**src/rtl/ps2_keyboard_decoder.sv**
```systemverilog
// ---------------------------------------------------------------------------
// ps2_keyboard_decoder
//
// Purpose:
//   Receives PS/2 keyboard frames (scan code set 2) from the raw, asynchronous
//   PS/2 clock and data pins. Frames are re-timed into the system clock domain
//   and the PS/2 clock is glitch filtered. Bytes are validated by parity and
//   stop bit. The E0 (extended) and F0 (break) prefixes and the two shift keys
//   are tracked. The block reports the last scan byte, an ASCII translation
//   and one-cycle make/break pulses.
//
// Parameters:
//   FILTER_LEN      consecutive equal synchronized samples needed before a
//                   PS/2 clock level change is accepted
//   TIMEOUT_CYCLES  clk cycles without an accepted falling edge before a
//                   partially received frame is abandoned
//
// Ports:
//   clk             system clock
//   reset_n         asynchronous active-low reset
//   ps2_clk_async   raw PS/2 clock pin, idle high
//   ps2_data_async  raw PS/2 data pin, idle high
//   scan_code       last completed non-prefix scan byte
//   ascii_code      ASCII of the last make code, 0x00 when unmapped
//   key_pressed     one-cycle pulse per make code (typematic repeats included)
//   key_released    one-cycle pulse per break code
// ---------------------------------------------------------------------------
module ps2_keyboard_decoder #(
    parameter int FILTER_LEN     = 4,
    parameter int TIMEOUT_CYCLES = 50000
) (
    input  logic       clk,
    input  logic       reset_n,
    input  logic       ps2_clk_async,
    input  logic       ps2_data_async,
    output logic [7:0] scan_code,
    output logic [7:0] ascii_code,
    output logic       key_pressed,
    output logic       key_released
);

    localparam int FILT_W = (FILTER_LEN > 1) ? $clog2(FILTER_LEN) : 1;
    localparam int TO_W   = $clog2(TIMEOUT_CYCLES + 1);

    localparam logic [7:0] CODE_EXT    = 8'hE0;
    localparam logic [7:0] CODE_BREAK  = 8'hF0;
    localparam logic [7:0] CODE_LSHIFT = 8'h12;
    localparam logic [7:0] CODE_RSHIFT = 8'h59;

    // Bit counter values: 0 waits for a start bit, 1..8 collect data,
    // 9 collects parity, 10 checks the stop bit.
    localparam logic [3:0] BIT_IDLE   = 4'd0;
    localparam logic [3:0] BIT_FIRST  = 4'd1;
    localparam logic [3:0] BIT_PARITY = 4'd9;

    // Synchronizer, filter and receiver state
    logic [1:0]        clkSync_q;
    logic [1:0]        datSync_q;
    logic              filtClk_q;
    logic [FILT_W-1:0] filtCnt_q;
    logic [3:0]        bitCnt_q,     bitCnt_d;
    logic [8:0]        frame_q,      frame_d;
    logic [TO_W-1:0]   timeoutCnt_q, timeoutCnt_d;
    logic              byteValid_q,  byteValid_d;
    logic [7:0]        rxByte_q,     rxByte_d;

    // Decoder state and registered outputs
    logic              breakFlag_q,  breakFlag_d;
    logic              extFlag_q,    extFlag_d;
    logic              shiftL_q,     shiftL_d;
    logic              shiftR_q,     shiftR_d;
    logic [7:0]        scanCode_q,   scanCode_d;
    logic [7:0]        asciiCode_q,  asciiCode_d;
    logic              keyPressed_q, keyPressed_d;
    logic              keyReleased_q, keyReleased_d;

    logic clkSample;
    logic dataSample;
    logic filtFlip;
    logic fallEdge;

    assign clkSample  = clkSync_q[1];
    assign dataSample = datSync_q[1];

    // Two-flop synchronizers for both pins. They reset to the idle-high level
    // so that leaving reset never looks like a falling clock edge.
    always_ff @(posedge clk or negedge reset_n) begin
        if (!reset_n) begin
            clkSync_q <= 2'b11;
            datSync_q <= 2'b11;
        end else begin
            clkSync_q <= {clkSync_q[0], ps2_clk_async};
            datSync_q <= {datSync_q[0], ps2_data_async};
        end
    end

    // The filter flips its output on the FILTER_LEN-th consecutive sample that
    // disagrees with it. The falling edge is taken from the flip itself so the
    // data bit is sampled in the same cycle the edge is accepted.
    assign filtFlip = (clkSample != filtClk_q) &&
                      (filtCnt_q == FILT_W'(FILTER_LEN - 1));
    assign fallEdge = filtFlip && filtClk_q;

    // Glitch filter for the PS/2 clock: any agreeing sample restarts the run.
    always_ff @(posedge clk or negedge reset_n) begin
        if (!reset_n) begin
            filtClk_q <= 1'b1;
            filtCnt_q <= '0;
        end else if (clkSample == filtClk_q) begin
            filtCnt_q <= '0;
        end else if (filtFlip) begin
            filtClk_q <= clkSample;
            filtCnt_q <= '0;
        end else begin
            filtCnt_q <= filtCnt_q + 1'b1;
        end
    end

    // Frame receiver. Data and parity shift in at the top of frame_q, so after
    // the parity bit the data byte sits LSB-first in frame_q[7:0] and parity in
    // frame_q[8]. An odd count of ones over all nine bits means good parity.
    // The timeout counter only runs while a frame is in progress and reloads
    // on every accepted edge.
    always_comb begin
        bitCnt_d     = bitCnt_q;
        frame_d      = frame_q;
        timeoutCnt_d = timeoutCnt_q;
        byteValid_d  = 1'b0;
        rxByte_d     = rxByte_q;

        if (fallEdge) begin
            timeoutCnt_d = '0;
            if (bitCnt_q == BIT_IDLE) begin
                if (!dataSample) begin
                    bitCnt_d = BIT_FIRST;
                end
            end else if (bitCnt_q <= BIT_PARITY) begin
                frame_d  = {dataSample, frame_q[8:1]};
                bitCnt_d = bitCnt_q + 4'd1;
            end else begin
                bitCnt_d = BIT_IDLE;
                if (dataSample && (^frame_q)) begin
                    byteValid_d = 1'b1;
                    rxByte_d    = frame_q[7:0];
                end
            end
        end else if (bitCnt_q != BIT_IDLE) begin
            if (timeoutCnt_q == TO_W'(TIMEOUT_CYCLES - 1)) begin
                bitCnt_d     = BIT_IDLE;
                timeoutCnt_d = '0;
            end else begin
                timeoutCnt_d = timeoutCnt_q + 1'b1;
            end
        end else begin
            timeoutCnt_d = '0;
        end
    end

    // Receiver registers
    always_ff @(posedge clk or negedge reset_n) begin
        if (!reset_n) begin
            bitCnt_q     <= BIT_IDLE;
            frame_q      <= '0;
            timeoutCnt_q <= '0;
            byteValid_q  <= 1'b0;
            rxByte_q     <= '0;
        end else begin
            bitCnt_q     <= bitCnt_d;
            frame_q      <= frame_d;
            timeoutCnt_q <= timeoutCnt_d;
            byteValid_q  <= byteValid_d;
            rxByte_q     <= rxByte_d;
        end
    end

    // Scan code set 2 to ASCII. Letters are produced lowercase and lifted to
    // uppercase when shifted; digits and control keys ignore shift.
    function automatic logic [7:0] translate(input logic [7:0] code,
                                             input logic       shifted);
        logic [7:0] ch;
        ch = 8'h00;
        case (code)
            8'h1C: ch = "a";
            8'h32: ch = "b";
            8'h21: ch = "c";
            8'h23: ch = "d";
            8'h24: ch = "e";
            8'h2B: ch = "f";
            8'h34: ch = "g";
            8'h33: ch = "h";
            8'h43: ch = "i";
            8'h3B: ch = "j";
            8'h42: ch = "k";
            8'h4B: ch = "l";
            8'h3A: ch = "m";
            8'h31: ch = "n";
            8'h44: ch = "o";
            8'h4D: ch = "p";
            8'h15: ch = "q";
            8'h2D: ch = "r";
            8'h1B: ch = "s";
            8'h2C: ch = "t";
            8'h3C: ch = "u";
            8'h2A: ch = "v";
            8'h1D: ch = "w";
            8'h22: ch = "x";
            8'h35: ch = "y";
            8'h1A: ch = "z";
            8'h45: ch = "0";
            8'h16: ch = "1";
            8'h1E: ch = "2";
            8'h26: ch = "3";
            8'h25: ch = "4";
            8'h2E: ch = "5";
            8'h36: ch = "6";
            8'h3D: ch = "7";
            8'h3E: ch = "8";
            8'h46: ch = "9";
            8'h29: ch = 8'h20;
            8'h5A: ch = 8'h0D;
            8'h66: ch = 8'h08;
            8'h76: ch = 8'h1B;
            8'h0D: ch = 8'h09;
            default: ch = 8'h00;
        endcase
        if (shifted && (ch >= "a") && (ch <= "z")) begin
            ch = ch - 8'h20;
        end
        return ch;
    endfunction

    // Byte interpreter. Prefix bytes only set flags. A break clears both
    // prefixes; a make clears only the extended flag. Shift tracking ignores
    // extended codes, so E0 12 (part of the fake-shift sequences some keys
    // send) never changes the shift state.
    always_comb begin
        scanCode_d    = scanCode_q;
        asciiCode_d   = asciiCode_q;
        keyPressed_d  = 1'b0;
        keyReleased_d = 1'b0;
        breakFlag_d   = breakFlag_q;
        extFlag_d     = extFlag_q;
        shiftL_d      = shiftL_q;
        shiftR_d      = shiftR_q;

        if (byteValid_q) begin
            if (rxByte_q == CODE_EXT) begin
                extFlag_d = 1'b1;
            end else if (rxByte_q == CODE_BREAK) begin
                breakFlag_d = 1'b1;
            end else if (breakFlag_q) begin
                scanCode_d    = rxByte_q;
                keyReleased_d = 1'b1;
                if (!extFlag_q && (rxByte_q == CODE_LSHIFT)) begin
                    shiftL_d = 1'b0;
                end
                if (!extFlag_q && (rxByte_q == CODE_RSHIFT)) begin
                    shiftR_d = 1'b0;
                end
                breakFlag_d = 1'b0;
                extFlag_d   = 1'b0;
            end else begin
                scanCode_d   = rxByte_q;
                asciiCode_d  = extFlag_q ? 8'h00
                                         : translate(rxByte_q, shiftL_q | shiftR_q);
                keyPressed_d = 1'b1;
                if (!extFlag_q && (rxByte_q == CODE_LSHIFT)) begin
                    shiftL_d = 1'b1;
                end
                if (!extFlag_q && (rxByte_q == CODE_RSHIFT)) begin
                    shiftR_d = 1'b1;
                end
                extFlag_d = 1'b0;
            end
        end
    end

    // Decoder registers. The codes update in the same edge that raises a
    // pulse, so they are valid whenever a pulse is high.
    always_ff @(posedge clk or negedge reset_n) begin
        if (!reset_n) begin
            breakFlag_q   <= 1'b0;
            extFlag_q     <= 1'b0;
            shiftL_q      <= 1'b0;
            shiftR_q      <= 1'b0;
            scanCode_q    <= 8'h00;
            asciiCode_q   <= 8'h00;
            keyPressed_q  <= 1'b0;
            keyReleased_q <= 1'b0;
        end else begin
            breakFlag_q   <= breakFlag_d;
            extFlag_q     <= extFlag_d;
            shiftL_q      <= shiftL_d;
            shiftR_q      <= shiftR_d;
            scanCode_q    <= scanCode_d;
            asciiCode_q   <= asciiCode_d;
            keyPressed_q  <= keyPressed_d;
            keyReleased_q <= keyReleased_d;
        end
    end

    assign scan_code    = scanCode_q;
    assign ascii_code   = asciiCode_q;
    assign key_pressed  = keyPressed_q;
    assign key_released = keyReleased_q;

endmodule

```
**config.mk**
```make
export PLATFORM = sky130hd
export DESIGN_NAME = ps2_keyboard_decoder
export DESIGN_NICKNAME = d
export VERILOG_FILES = /design/src/rtl/ps2_keyboard_decoder.sv
export SDC_FILE = /design/constraint.sdc
export NUM_CORES = 1
export LEC_CHECK = 0
export CORE_MARGIN = 2
export CORE_UTILIZATION = 56
export CTS_CLUSTER_DIAMETER = 120
export DETAILED_ROUTE_END_ITERATION = 8
export GPL_TIMING_DRIVEN = 1
export PLACE_DENSITY = 0.76
export REMOVE_ABC_BUFFERS = 1
export SLEW_MARGIN = 20
export SYNTH_ARGS = -nofsm -noshare
export SYNTH_HDL_FRONTEND = slang
export SYNTH_SLANG_ARGS = --single-unit
```
**constraint.sdc**
```tcl
create_clock -name clk -period 6.86 [get_ports clk]
set_input_delay 0.686 -clock clk [delete_from_list [all_inputs] [get_ports clk]]
set_output_delay 0.686 -clock clk [all_outputs]
set_load 0.005 [all_outputs]
```
==> reports/qor.txt <==
Startpoint types -> flop
Core Box Area -> 0.00672 sq mm
Pre-Repair DR Iteration Count -> 5
Number of failing hold endpoints at the final stage -> 0
Initial antenna violation count -> 0
ANT cells -> 0
Commonest non-fill, non-tap cell in the layout -> dfrtp_1
Synth Area in Compound Gates -> 15.7%
Sequential fraction of the synthesis area -> 43.8%
CTS Hold Bufs -> 0
Worst-Margin Slew -> 1.05 ns
Starting DRC count in detailed routing -> 204
Crit path time final -> 2.85 ns
Number of setup buffers added after CTS -> 0
Critical path capture point type -> flop
Mean Syn Cell Area -> 9.64 sq um
Async set-reset flop share out of synthesis -> 100%
Vias -> 2979
First-pass GRT wire length -> 13.2 mm
Max-cap viol count -> 0
RSZ-0062 raised after global routing -> no
Ratio of cells with drive above 1 in the final layout -> 12.7%
Drt drc -> 0
Worst Hold Class -> reg -> reg
Most frequent cells in the layout -> dfrtp_1 (61), nor2_1 (38), nand2_1 (38)
Cells after Synth -> 399
Worst skew pair latency -> 0.34 ns
Vias in the first global route -> 2808
P&R area growth vs syn -> 10.6%
Most used DFF post-synth -> dfrtp_1
Post-synthesis mux area share -> 6.61%
Final TNS setup -> 0 ns
Synth Register Bits -> 67
Yosys cell types -> 66
Worst-path clk slew -> 0.08 ns
Core Util, Final -> 63.3%
CTS root buffer -> clkbuf_8
Finished Layout Cells -> 496
Num CTS Buffers -> 9
Number of port buffers -> 21
Max Fclk -> 0.351 GHz
Wirelength, routed -> 7.71 mm
Die Y -> 86.9 um
CP arrival -> 3.06 ns
Fin nets -> 428
DR vias/cell -> 6.01
Starting Density -> 57.2%
Critical Path RT -> 7.07 ns
Top post-synthesis cells by area -> dfrtp_1 (40%), mux2_2 (5.3%), ha_1 (4.2%)
Simple-gate area share of the yosys netlist -> 20.1%
Peak VDD IR -> 0.000196 V
WL/cell -> 15.5 um
Clock sinks -> 67
Largest family of logic cells by synthesized area -> simple AND/OR/NAND/NOR gates
Synth warnings -> 0
Final setup fails -> 0
Max_slew headroom -> 30.3%
Die width -> 86.9 um
Final HPWL from detailed placement -> 5.37 mm
IO Pins -> 22
Cell Area, Synth -> 0.00384 sq mm
Reg2Reg Depth -> 7
Die area -> 0.00754 sq mm
Worst Hold Depth -> 0
Htree depth -> 3
Core Rows -> 30
Pwr/cell area -> 187 mW/mm^2
Bufs on Longest Clock Path -> 2
GP Congestion -> 0.904
Post-synthesis adder-cell area fraction -> 4.23%
XOR/XNOR share of the synthesized area -> 5.01%
Crit Path Class -> reg -> reg
Largest area contributor in the netlist -> dfrtp_1
Worst-path maximum fanout -> 39
Final Cycle Share -> 41.5%
Cell count after placement -> 480
Max Transition Viols Final -> 0
Outcome -> complete, no violations
Antenna Violating Nets Remaining -> 0
Gates resized, CTS repair -> 0
Pleak -> 1.83 nW
GRT Total Usage -> 22.2%
Largest net degree at the start of global routing -> 68
Clock skew -> 0.0103 ns
Gr ovfl total -> 0
Yosys top cell area share -> 40.4%
FILL cells -> 579
CTS tree -> done
Post-synth EDFFs -> 0
cells in the mapped netlist (5+ instances only):
| library cell | number |
|---|---|
| a21oi_1 | 21 |
| and3_1 | 11 |
| buf_2 | 13 |
| dfrtp_1 | 62 |
| dfstp_2 | 5 |
| ha_1 | 13 |
| inv_1 | 14 |
| mux2_2 | 18 |
| nand2_1 | 38 |
| nand2b_1 | 11 |
| nand3_1 | 13 |
| nand3b_1 | 5 |
| nor2_1 | 38 |
| nor2b_1 | 5 |
| nor3_1 | 9 |
| o21ai_0 | 17 |
| xnor2_1 | 17 |
| xor2_1 | 5 |
report_power, final:
| part | internal, mW | total (mW) | switching [mW] |
|---|---|---|---|
| logic | 0.0115 | 0.0260 | 0.0145 |
| registers | 0.407 | 0.413 | 0.00591 |
| clock network | 0.205 | 0.356 | 0.151 |
| total | 0.624 | 0.795 | 0.171 |
cell type report:
cell class | instances | area, sq um | share of cell area [%]
multi-input cells | 297 | 1980 | 46.7
well taps | 80 | 100 | 2.35
flip-flops and latches | 67 | 1680 | 39.6
inverters | 14 | 52.6 | 1.24
clock inverters | 6 | 90.1 | 2.12
repair buffers | 22 | 213 | 5.00
clock buffers | 10 | 128 | 3.00
critical path, stage by stage (launching register included):
cell,delay (ns)
dfrtp_1,1.04
inv_1,0.36
or3_1,0.46
a221oi_2,0.22
a31o_2,0.17
nor2_1,0.06
a211oi_2,0.28
a32oi_1,0.14
per-stage QoR:
step	total power, mW	instance area [sq um]	hold WS (ns)	worst slack [ns]
after floorplan	0.434	3720	0.345	4.44
after global placement	0.446	4030	0.345	4.09
after detailed placement	0.448	4030	0.347	4.06
after CTS	0.804	4250	0.357	4.06
after global routing	0.829	4250	0.365	3.74
final	0.795	4250	0.356	4.01
final timing paths:
check	start	endpoint	slack, ns
max in group asynchronous	reset_n	rxByte_q[3]$_DFFE_PN0P_	5.75
min in group asynchronous	reset_n	ascii_code[1]$_DFFE_PN0P_	0.50
worst max register to register	rxByte_q[2]$_DFFE_PN0P_	ascii_code[6]$_DFFE_PN0P_	4.01
worst min-delay path	clkSync_q[0]$_DFF_PN1_	clkSync_q[1]$_DFF_PN1_	0.36
worst max-delay path	rxByte_q[2]$_DFFE_PN0P_	ascii_code[6]$_DFFE_PN0P_	4.01
worst min register to register	clkSync_q[0]$_DFF_PN1_	clkSync_q[1]$_DFF_PN1_	0.36
state kept, by name (all words and copies together), names as in the netlist, 2 cells and up:
register      count
scan_code         8
datSync_q         2
clkSync_q         2
rxByte_q          8
ascii_code        8
filtCnt_q         2
timeoutCnt_q     16
frame_q           9
bitCnt_q          4
kinds of logic (layout without fill, tap and decap cells):
group,Yosys count,in the layout
xor gates and xnor gates,22,22
DFF,67,67
buffers and inverters,35,52
AOI/OAI and AO/OA,85,85
adders and majority gates,13,13
and+or+nand+nor,154,154
muxes,23,23
layer usage:
metal	wire [um]	up-vias	track usage [%]
met3	341	20	4.08
met5	0	-	0
met2	3700	91	34.7
met1	3430	1432	29.6
met4	236	0	11.1
li1	-	1436	-
Power figures use the tool's default switching activity.
